File: src/rtl/note_tone_generator_if.sv
// Sample-strobe / note-code bus for the tone generator.
// The driver side owns the strobe and note; the generator owns the sample outputs.
interface note_tone_generator_if;
  logic        SampleStrobe;
  logic [7:0]  NoteData;
  logic [31:0] Sample;
  logic        SampleValid;
  logic        Active;

  modport master (
    output SampleStrobe, NoteData,
    input  Sample, SampleValid, Active
  );

  modport slave (
    input  SampleStrobe, NoteData,
    output Sample, SampleValid, Active
  );
endinterface

File: src/rtl/note_tone_generator.sv
// Square-wave note generator: 24-bit phase accumulator plus amplitude envelope.
// Define TONE_ENVELOPE_EN for attack/release ramps; otherwise notes gate on/off.
module note_tone_generator #(
  parameter logic [15:0] AMP_MAX      = 16'h1000,
  parameter logic [15:0] ATTACK_STEP  = 16'd64,
  parameter logic [15:0] RELEASE_STEP = 16'd32
) (
  input logic                   MasterCLK,
  input logic                   Reset,
  note_tone_generator_if.slave  tone
);

  localparam logic [1:0] IDLE    = 2'd0;
  localparam logic [1:0] SUSTAIN = 2'd2;
`ifdef TONE_ENVELOPE_EN
  localparam logic [1:0] ATTACK  = 2'd1;
  localparam logic [1:0] RELEASE = 2'd3;
`endif

  logic [1:0]  r_state;
  logic [23:0] r_phase;
  logic [15:0] r_amp;
  logic [6:0]  r_note;
  logic        r_pend;
  logic        r_valid;
  logic [31:0] r_sample;

  logic [1:0]  w_state_n;
  logic [23:0] w_phase_n;
  logic [15:0] w_amp_n;
  logic [6:0]  w_note_n;
  logic        w_valid;
  logic        w_new;
  logic [6:0]  w_sel;
  logic [23:0] w_inc;
  logic [15:0] w_mag;

  // Octave-0 increments: round(f * 2^24 / 41000), C0..B0
  function automatic logic [23:0] rom(input logic [3:0] i);
    case (i)
      4'd1:    rom = 24'd6691;
      4'd2:    rom = 24'd7089;
      4'd3:    rom = 24'd7510;
      4'd4:    rom = 24'd7957;
      4'd5:    rom = 24'd8430;
      4'd6:    rom = 24'd8932;
      4'd7:    rom = 24'd9463;
      4'd8:    rom = 24'd10025;
      4'd9:    rom = 24'd10621;
      4'd10:   rom = 24'd11253;
      4'd11:   rom = 24'd11922;
      4'd12:   rom = 24'd12631;
      default: rom = 24'd0;
    endcase
  endfunction

  assign w_valid = (tone.NoteData[3:0] >= 4'd1)
                && (tone.NoteData[3:0] <= 4'd12);
  assign w_new = w_valid && ((r_state == IDLE)
              || (tone.NoteData[6:0] != r_note));
  // A rest keeps the latched pitch sounding through the release tail
  assign w_sel = w_valid ? tone.NoteData[6:0] : r_note;
  assign w_inc = rom(w_sel[3:0]) << w_sel[6:4];

`ifdef TONE_ENVELOPE_EN
  logic [16:0] w_att;
  logic        w_att_sat;
  logic        w_rel_zero;

  assign w_att = {1'b0, r_amp} + {1'b0, ATTACK_STEP};
  assign w_att_sat = (w_att >= {1'b0, AMP_MAX});
  assign w_rel_zero = (r_amp <= RELEASE_STEP);

  always_comb begin
    w_state_n = r_state;
    w_amp_n   = r_amp;
    w_note_n  = r_note;
    w_phase_n = r_phase + w_inc;
    if (w_new) begin
      w_phase_n = w_inc;
      w_note_n  = tone.NoteData[6:0];
      w_state_n = w_att_sat ? SUSTAIN : ATTACK;
      w_amp_n   = w_att_sat ? AMP_MAX : w_att[15:0];
    end else if (r_state == IDLE) begin
      w_phase_n = r_phase;
    end else if (!w_valid || r_state == RELEASE) begin
      if (w_rel_zero) begin
        w_state_n = IDLE;
        w_amp_n   = 16'd0;
        w_phase_n = 24'd0;
        w_note_n  = 7'd0;
      end else begin
        w_state_n = RELEASE;
        w_amp_n   = r_amp - RELEASE_STEP;
      end
    end else if (r_state == ATTACK) begin
      w_state_n = w_att_sat ? SUSTAIN : ATTACK;
      w_amp_n   = w_att_sat ? AMP_MAX : w_att[15:0];
    end
  end
`else
  always_comb begin
    w_state_n = r_state;
    w_amp_n   = r_amp;
    w_note_n  = r_note;
    w_phase_n = r_phase + w_inc;
    if (w_new) begin
      w_phase_n = w_inc;
      w_note_n  = tone.NoteData[6:0];
      w_state_n = SUSTAIN;
      w_amp_n   = AMP_MAX;
    end else if (!w_valid) begin
      w_state_n = IDLE;
      w_amp_n   = 16'd0;
      w_phase_n = 24'd0;
      w_note_n  = 7'd0;
    end
  end
`endif

  assign w_mag = r_phase[23] ? (~r_amp + 16'd1) : r_amp;

  always_ff @(posedge MasterCLK) begin
    if (Reset) begin
      r_state  <= IDLE;
      r_phase  <= 24'd0;
      r_amp    <= 16'd0;
      r_note   <= 7'd0;
      r_pend   <= 1'b0;
      r_valid  <= 1'b0;
      r_sample <= 32'd0;
    end else begin
      r_pend  <= tone.SampleStrobe;
      r_valid <= r_pend;
      if (tone.SampleStrobe) begin
        r_state <= w_state_n;
        r_phase <= w_phase_n;
        r_amp   <= w_amp_n;
        r_note  <= w_note_n;
      end
      if (r_pend)
        r_sample <= {w_mag, w_mag};
    end
  end

  assign tone.Sample      = r_sample;
  assign tone.SampleValid = r_valid;
  assign tone.Active      = (r_state != IDLE);

endmodule

File: src/flat_wrapper.sv
// flat-port wrapper written by rule: the top's interface ports become plain ports
module note_tone_generator_flat 
#(
  parameter logic [15:0] AMP_MAX      = 16'h1000,
  parameter logic [15:0] ATTACK_STEP  = 16'd64,
  parameter logic [15:0] RELEASE_STEP = 16'd32
)
  (MasterCLK, Reset, tone_SampleStrobe, tone_NoteData, tone_Sample, tone_SampleValid, tone_Active);
  note_tone_generator_if tone_i ();
  input logic MasterCLK;
  input logic Reset;
  input wire logic [$bits(tone_i.SampleStrobe)-1:0] tone_SampleStrobe;
  input wire logic [$bits(tone_i.NoteData)-1:0] tone_NoteData;
  output wire logic [$bits(tone_i.Sample)-1:0] tone_Sample;
  output wire logic [$bits(tone_i.SampleValid)-1:0] tone_SampleValid;
  output wire logic [$bits(tone_i.Active)-1:0] tone_Active;
  assign tone_i.SampleStrobe = tone_SampleStrobe;
  assign tone_i.NoteData = tone_NoteData;
  assign tone_Sample = tone_i.Sample;
  assign tone_SampleValid = tone_i.SampleValid;
  assign tone_Active = tone_i.Active;
  note_tone_generator #(.AMP_MAX(AMP_MAX), .ATTACK_STEP(ATTACK_STEP), .RELEASE_STEP(RELEASE_STEP)) u_core (.MasterCLK(MasterCLK), .Reset(Reset), .tone(tone_i));
endmodule
File: config.mk
export PLATFORM = sky130hd
export DESIGN_NAME = note_tone_generator_flat
export DESIGN_NICKNAME = d
export VERILOG_FILES = /design/src/rtl/note_tone_generator_if.sv /design/src/rtl/note_tone_generator.sv /design/src/flat_wrapper.sv
export SDC_FILE = /design/constraint.sdc
export NUM_CORES = 1
export LEC_CHECK = 0
export ABC_CLOCK_PERIOD_IN_PS = 10800
export BUFFER_PORTS_ARGS = -buffer_cell sky130_fd_sc_hd__buf_2
export CAP_MARGIN = 20
export CORE_MARGIN = 4
export CORE_UTILIZATION = 40
export CTS_CLUSTER_DIAMETER = 150
export CTS_CLUSTER_SIZE = 30
export DETAILED_ROUTE_END_ITERATION = 16
export SLEW_MARGIN = 20
export SYNTH_ARGS = -nofsm -noshare
export SYNTH_HDL_FRONTEND = slang
export SYNTH_SLANG_ARGS = --single-unit
File: constraint.sdc
create_clock -name MasterCLK -period 10.8 [get_ports MasterCLK]
set_input_delay 2.16 -clock MasterCLK [delete_from_list [all_inputs] [get_ports MasterCLK]]
set_output_delay 2.16 -clock MasterCLK [all_outputs]
set_load 0.1 [all_outputs]
==> results of run 1 <==
==> worst min-delay path: stages, from the launching register on <==
cell	delay, ns
sky130_fd_sc_hd__dfxtp_1	0.32
sky130_fd_sc_hd__nand2_1	0.06
sky130_fd_sc_hd__a21oi_1	0.06
==> per-layer routing <==
layer,track usage,up-vias,wire (um)
met1,0.260,1924,5370
met3,0.0227,10,375
met5,0,-,0
met4,0.0325,0,99
met2,0.321,97,5340
li1,-,1988,-
==> area by class of cell <==
cell class | count | share of cell area
sequential | 36 | 0.167
timing repair buffer | 24 | 0.0308
clock buffer | 7 | 0.0177
multi-input combinational | 466 | 0.734
clock inverter | 1 | 0.00203
tap | 136 | 0.0395
inverter | 10 | 0.00872
==> registers in the layout, summed over array words and instances, names as in the netlist <==
signal / cells
u_core.tone.Sample: 2
u_core.r_phase: 24
u_core.tone.SampleValid: 1
u_core.r_note: 7
u_core.r_amp: 1
u_core.r_pend: 1
==> synth_stat cells, drive strengths merged (3+ instances only) <==
cell / count / share of area
xor2: 6 / 0.013
a21o: 14 / 0.025
or2: 4 / 0.0060
o21bai: 3 / 0.0054
or3: 5 / 0.0075
nand2b: 5 / 0.0075
nor2b: 4 / 0.0060
a22o: 6 / 0.013
a211o: 3 / 0.0063
ha: 30 / 0.090
mux2: 6 / 0.016
a21oi: 46 / 0.055
xnor2: 21 / 0.044
o32ai: 4 / 0.0084
o2bb2ai: 7 / 0.015
mux2i: 16 / 0.038
nor2: 43 / 0.040
and3: 11 / 0.018
a211oi: 11 / 0.021
dfxtp: 36 / 0.17
nor4: 4 / 0.0060
buf: 44 / 0.072
and2: 6 / 0.0099
o21a: 4 / 0.0075
o221a: 3 / 0.0081
o31a: 3 / 0.0063
a311oi: 7 / 0.015
nor3: 15 / 0.019
nor3b: 6 / 0.011
o21ai: 31 / 0.039
nand3: 12 / 0.014
a21boi: 5 / 0.0099
clkbuf: 12 / 0.011
nand2: 47 / 0.042
a31oi: 4 / 0.0060
nand4: 6 / 0.0090
o22ai: 9 / 0.013
a2bb2oi: 6 / 0.013
inv: 9 / 0.0081
==> cell families (layout without fill, tap and decap cells) <==
logic type                 after synthesis  count (layout)  synth area share
AOI/OAI and AO/OA                      186             186             0.308
and+or+nand+nor                        174             174             0.210
buffers and inverters                   66              42            0.0922
DFF                                     36              36             0.172
adders and majority gates               31              31            0.0946
xor gates and xnor gates                27              27            0.0566
muxes                                   24              24            0.0653
other                                    1              24          0.000897
==> stage by stage <==
step                power (mW)  setup WS [ns]   util  hold WS (ns)  area (um2)
finish                   0.550           3.70  0.421         0.485        4310
global route             0.589           3.25  0.421         0.510        4310
CTS                      0.550           3.76  0.421         0.490        4310
detailed placement       0.449           3.46  0.412         0.481        4220
global placement         0.445           3.58  0.412         0.462        4220
floorplan                0.404           4.27      -         0.450        4270
==> report_power, final <==
part | switching (mW) | internal (mW)
Combinational | 0.195 | 0.108
Sequential | 0.00646 | 0.141
Clock | 0.0531 | 0.0462
==> final timing paths <==
path	start	endpoint	cells past startpoint
worst max-delay path	tone_NoteData[2]	u_core.r_phase[19]$_SDFFE_PP0P_	21
worst max register to register	u_core.r_note[1]$_SDFFE_PP0P_	u_core.r_phase[19]$_SDFFE_PP0P_	20
worst min-delay path	u_core.r_phase[0]$_SDFFE_PP0P_	u_core.r_phase[0]$_SDFFE_PP0P_	2
worst min register to register	u_core.r_phase[0]$_SDFFE_PP0P_	u_core.r_phase[0]$_SDFFE_PP0P_	2
==> run summary, run 1 <==
The run finished with clean final reports. STA classifies the critical path startpoint as an input pin. The routed wire length is 11200 um. The number of flops mapped to enable cells by yosys came out at 0. The cell area power density is 128 mW/mm2. The number of distinct standard cells referenced by the synthesized netlist is 77.

In this run the static leakage power is 1.82 nW. Leaving out filler cells and counting taps, the final layout contains 680. The number of H-tree levels came out at 2. The count of endpoints failing hold in the final timing report came out at 0. The starting utilization of the core area came out at 0.408. The layout has 1031 filler cells.

TritonCTS built the clock tree. The storage element area is 721 um2. The core footprint is 0.0102 mm2. The count of hold buffers inserted by post-cts repair is 0. Timing would allow up to 0.141 GHz. The slowest stage of the critical path belongs to the cell sky130_fd_sc_hd__a311oi_1.

The DRC marker count from the first detailed-route iteration came out at 226. The number of placement rows came out at 37. For the worst setup path, the data required time is 10.99 ns.

The number of buffers and inverters on the critical path is 2. The overall track demand over capacity in global routing came out at 0.189. For this run, the register share of the synthesized area comes to 0.172. The half-perimeter wire length after placement is 8470 um. The worst path needs 7.10 ns of the cycle, external delays included. The total congestion overflow came out at 0.

The delay of the slowest cell on the worst path came out at 0.54 ns. The via count of the first global-routing pass is 3726. In this run the worst hold path is classified as flip-flop to flip-flop.

By startpoint and endpoint, the worst setup path is classified as input pin to flip-flop. STA classifies the critical path endpoint as a flip-flop. Setup repair after global routing left no endpoint under its margin. The dominant register cell in the synthesized netlist is sky130_fd_sc_hd__dfxtp_1. The setup fix buffers added after clock tree synthesis is 0. The top cell types in the final layout, fill and taps aside, are sky130_fd_sc_hd__nand2_1, sky130_fd_sc_hd__a21oi_1, sky130_fd_sc_hd__nor2_1. The worst max-slew margin expressed relative to the limit came out at 0.428. The area of the multi-input gates is 0.00316 mm2. After detailed routing, the number of remaining DRC violations is 0.

The setup clock skew after layout came out at 0.00905 ns. The final critical-path share of the clock period came out at 0.657. The number of synthesized register bits is 36. The max-slew violation total from the final report was 0.

The wire length of the first global-routing pass came out at 18400 um. Pin placement for this block handled 45 I/O pins. Measured along the y axis, the die boundary spans 110 um. The kind of cell with the highest combined delay along the critical path is compound AO/OA/AOI/OAI gates. The area of the die came out at 0.0121 mm2. Across all register-to-register paths, the minimum setup slack is 5.49 ns. The worst-case IR drop observed on VDD is 0.0000755 V. The number of antenna diodes in the final layout is 0. Input and output buffers added on the ports amount to 19. A synthesized cell averages 7.67 um2. The TritonCTS sink count came out at 36. The die boundary width came out at 110 um. Relative to the synthesized area, the layout overhead comes to 3.02%.

The mapped cell area is 0.00418 mm2. For this run, the detailed router's first-pass iteration total came to 5. The number of buffers inserted during clock tree synthesis came out at 5. The number of maximum-capacitance violations came out at 0. For this run, the number of Yosys warnings is 0. The library cell used most frequently in the layout, excluding fill and tap cells, is sky130_fd_sc_hd__nand2_1. The maximum number of pins on one net before global-route repair came out at 29.

Along the worst path, the maximum fanout reaches 21. Of the cells placed in the final design, the portion with a size suffix greater than 1 is 0.110. The initial antenna violation count is 0.

Post-CTS repair changed the size of 0 cells. After routing, the total negative slack on setup checks comes to 0 ns. The signal on the critical path passes through buf_2 > and3_1 > o21ai_0 > and3_1 > inv_1 > ha_1 > nand3_1 > o32ai_1 > a211oi_1 > a311oi_1 > mux2i_1 > o21ai_0 > ha_1 > nand2_1 > nor2_1 > a21oi_1 > a211oi_1 > o41ai_1 > xnor2_1 > nand2_1 > a311oi_1. For this run, the post-layout net count is 585.

The CTS root buffer is sky130_fd_sc_hd__clkbuf_8. After detailed routing, the number of vias per cell comes to 5.91. The clock latency of the later-clocked register in the worst-skew pair came out at 0.30 ns. The clock transition time at the flip-flop clock pins of the worst setup and hold paths came out at 0.08 ns. The final antenna-violating net count is 0. The endpoint arrival time on the critical path is 7.29 ns. The via count is 4019. The share of synthesized registers carrying an async set or reset is 0. At the end of routability-driven placement, the weighted congestion stood at 0.909.

The synthesized instance count is 545. The slew at the pin with the worst max-slew slack came out at 0.858 ns. The clock tree buffer depth is 2. After detailed routing, the average wire length per cell comes to 16.4 um.

The number of placed instances with taps included came out at 672. The setup-violating endpoint count in the final report came out at 0.
No activity file was read; power rests on OpenSTA's default activity.
==> inputs of run 2 (changes only) <==
Settings changed: ABC_CLOCK_PERIOD_IN_PS 10800 to 7000.
Clock period 10.8 ns to 7 ns, I/O delays scaled along.
==> run 2 against run 1 <==
Global-route usage shrank 0.21 points. Clock power grew 59%. Hold slack lost 0.011 ns. First-iteration DRC count grew 18%. Count of clock-buffer cells in the layout is the same. Clock skew grew 0.00065 ns. Sequential cell count is the same. Critical path type unchanged. Critical endpoint is now u_core.r_phase[17]$_SDFFE_PP0P_.
==> run summary, run 2 (same netlist as run 1, synthesis figures left out) <==
For the worst setup path, the data arrival time is 6.45 ns. The post-layout net count is 587. The total congestion overflow came out at 0. The final layout contains routed wiring with a total length of 11200 um.

The half-perimeter wire length after placement came out at 8420 um. The worst setup slack after placement came out at 0.445 ns. The count of endpoints failing hold in the final timing report came out at 0.

STA classifies the critical path endpoint as a flip-flop. For this run, the detailed router's first-pass iteration total came to 5. The internal portion of the total power is 0.456 mW. Final hold analysis gives a worst-case slack of 0.473 ns. Setup repair after global routing left no endpoint under its margin.

In this run the critical register-to-register path is launched from u_core.r_note[1]$_SDFFE_PP0P_. In this run, post-CTS repair resized a total of 0 instances. The slowest cell on the critical path is sky130_fd_sc_hd__o32ai_1. In this run, the number of DRC markers left after iteration 0 of detailed routing was 267. The routed length per instance is 16.4 um. The most congested layer reported by global routing is met2. Once detail routing completed, the nets flagged for antenna violations numbered 0. The number of placed instances with taps included is 674. The top-level I/O count came out at 45.

The worst min-delay path category is flip-flop to flip-flop. The TritonCTS sink count came out at 36. The standard cell area after detailed placement is 0.00424 mm2.

The average via count per standard cell is 5.88. In this run the post-CTS setup repair buffer count came out at 0. The longest clock path from root to sink contains 2 buffers.

The tree is rooted in a sky130_fd_sc_hd__clkbuf_8. The die span in y came out at 110 um. For met2 alone, demand over resource in global routing was 0.313. The number of H-tree levels is 2. The worst flop-to-flop path endpoint is u_core.r_phase[17]$_SDFFE_PP0P_. For met3 alone, demand over resource in global routing was 0.0233.

In the layout the commonest cells are sky130_fd_sc_hd__nand2_1, sky130_fd_sc_hd__a21oi_1, sky130_fd_sc_hd__nor2_1. The flow ran to the end, and the final reports show no timing, DRC or antenna violations. For this design the total switching power over the nets is 0.396 mW.

The initial antenna violation count came out at 0. Of the total power, combinational logic draws 0.547. The worst setup path is of the input pin to flip-flop kind. Timing would allow up to 0.161 GHz. The final weighted congestion in routability-driven placement came out at 0.914.

The slew at the pin with the worst max-slew slack is 0.855 ns. On the worst path, the slowest cell contributes a delay of 0.59 ns. The via count of the first global-routing pass is 3735. The total area inside the core boundary comes to 0.0102 mm2. The number of antenna diodes in the final layout is 0. The die boundary width came out at 110 um. The remaining design rule violation count came out at 0. Among the stages of the critical path, the cell type that occurs most often is sky130_fd_sc_hd__a21oi_1. The area of the die is 0.0121 mm2. The post-route cell area came out at 0.00432 mm2. Leaving out fill and tap cells, the most frequent cell in the layout is sky130_fd_sc_hd__nand2_1. The setup clock skew after layout came out at 0.00970 ns. The summed negative setup slack over all endpoints is 0 ns. The kind of cell with the highest combined delay along the critical path is compound AO/OA/AOI/OAI gates. The cell depth of the worst hold path is 2.

The share of total power consumed by net switching is 0.464. The number of standard cells in the layout, taps in and fillers out is 682. Of the total power, registers draw 0.267. The wire length of the first global-routing pass is 18400 um.

The number of maximum-capacitance violations came out at 0. The clock transition time at the flip-flop clock pins of the worst setup and hold paths came out at 0.08 ns. Compared with the post-synthesis result, the final layout area differs by 3.38%. The final critical-path share of the clock period came out at 0.890. The starting utilization of the core area is 0.408. The clock latency of the later-clocked register in the worst-skew pair is 0.29 ns.

The worst path meets setup with 0.770 ns of slack. Measured in cells, the most critical reg-to-reg path has a length of 19. Setup violations remaining at the end of the flow were counted as 0. The number of input and output port buffers inserted is 19. The register-to-register setup slack came out at 1.79 ns. The max-slew violation total from the final report came out at 0. The overall track demand over capacity in global routing is 0.187. TritonCTS built the clock tree. Headroom to the max-slew limit came out at 0.430. The cell area power density came out at 197 mW/mm2. Of all nets on the critical path, the largest fanout is 21. The path with the worst hold slack has its endpoint at u_core.r_phase[0]$_SDFFE_PP0P_. The global routing met1 resource utilization came out at 0.257. The register with the most flip-flops in the layout has 24 of them. Of the total power, the clock network draws 0.185. The maximum number of pins on one net before global-route repair came out at 29. STA classifies the critical path startpoint as an input pin.

The analysis attributes to cell leakage a power of 1.83 nW. The number of hold buffers added after CTS was 0. The time the final worst path needs with I/O delays and setup came out at 6.23 ns. u_core.r_phase holds more flip-flops than any other register.

Together, buffers and inverters on the worst path number 2. Data on the critical path is required at its endpoint by 7.22 ns. The signal on the critical path passes through buf_2 > nor3b_1 > o21ai_0 > and3_1 > inv_1 > ha_1 > a21boi_0 > o32ai_1 > o2bb2ai_1 > mux2i_1 > o21ai_0 > ha_1 > nand3_1 > a21oi_1 > a21oi_1 > a21oi_1 > o41ai_1 > xor2_1 > o221a_2 > nor3_1. The fraction of final layout cells with drive strength greater than 1 came out at 0.114. The startpoint identified for the worst hold timing path is u_core.r_phase[0]$_SDFFE_PP0P_. The via count came out at 4013. The number of buffers inserted during clock tree synthesis came out at 5. The number of placement rows came out at 37. IR analysis of the VDD net gives a maximum drop of 0.000125 V.
[run 2: power by group through the flow]
stage	sequential [mW]	clock, mW	combinational, mW
detailed placement	0.232	0	0.460
floorplan	0.236	0	0.387
finish	0.228	0.158	0.466
global placement	0.232	0	0.455
CTS	0.228	0.163	0.463
global route	0.230	0.170	0.510
[run 2: layer usage]
metal,share of wire,vias up
met5,0,-
met2,0.48,105
met4,0.014,0
li1,-,1990
met1,0.47,1902
met3,0.043,16
[run 2: cell type report]
class	count	area, um2
clock buffers	7	76.3
clock inverters	1	8.76
fillers	1048	5910
inverters	10	37.5
multi-input cells	466	3160
flip-flops and latches	36	721
well taps	136	170
repair buffers	26	148
[run 2: worst min-delay path, cell delays in order (launching register included)]
cell,delay (ns)
sky130_fd_sc_hd__dfxtp_1,0.32
sky130_fd_sc_hd__nand2_1,0.06
sky130_fd_sc_hd__a21oi_1,0.05
[run 2: how the worst max path moves through the flow]
stage	from	end	slack (ns)	cells past startpoint
after floorplan	tone_NoteData[0]	u_core.r_phase[15]$_SDFFE_PP0P_	1.23	22
after global placement	tone_NoteData[2]	u_core.r_phase[17]$_SDFFE_PP0P_	0.58	20
after detailed placement	tone_NoteData[2]	u_core.r_phase[17]$_SDFFE_PP0P_	0.44	20
after CTS	tone_NoteData[2]	u_core.r_phase[17]$_SDFFE_PP0P_	0.74	20
after global routing	tone_NoteData[2]	u_core.r_phase[17]$_SDFFE_PP0P_	0.24	20
final	tone_NoteData[2]	u_core.r_phase[17]$_SDFFE_PP0P_	0.77	20
[run 2: through the flow]
stage	util	power, mW
after CTS	0.422	0.853
after floorplan	-	0.623
final	0.422	0.852
after global placement	0.414	0.687
after detailed placement	0.414	0.693
after global routing	0.422	0.910
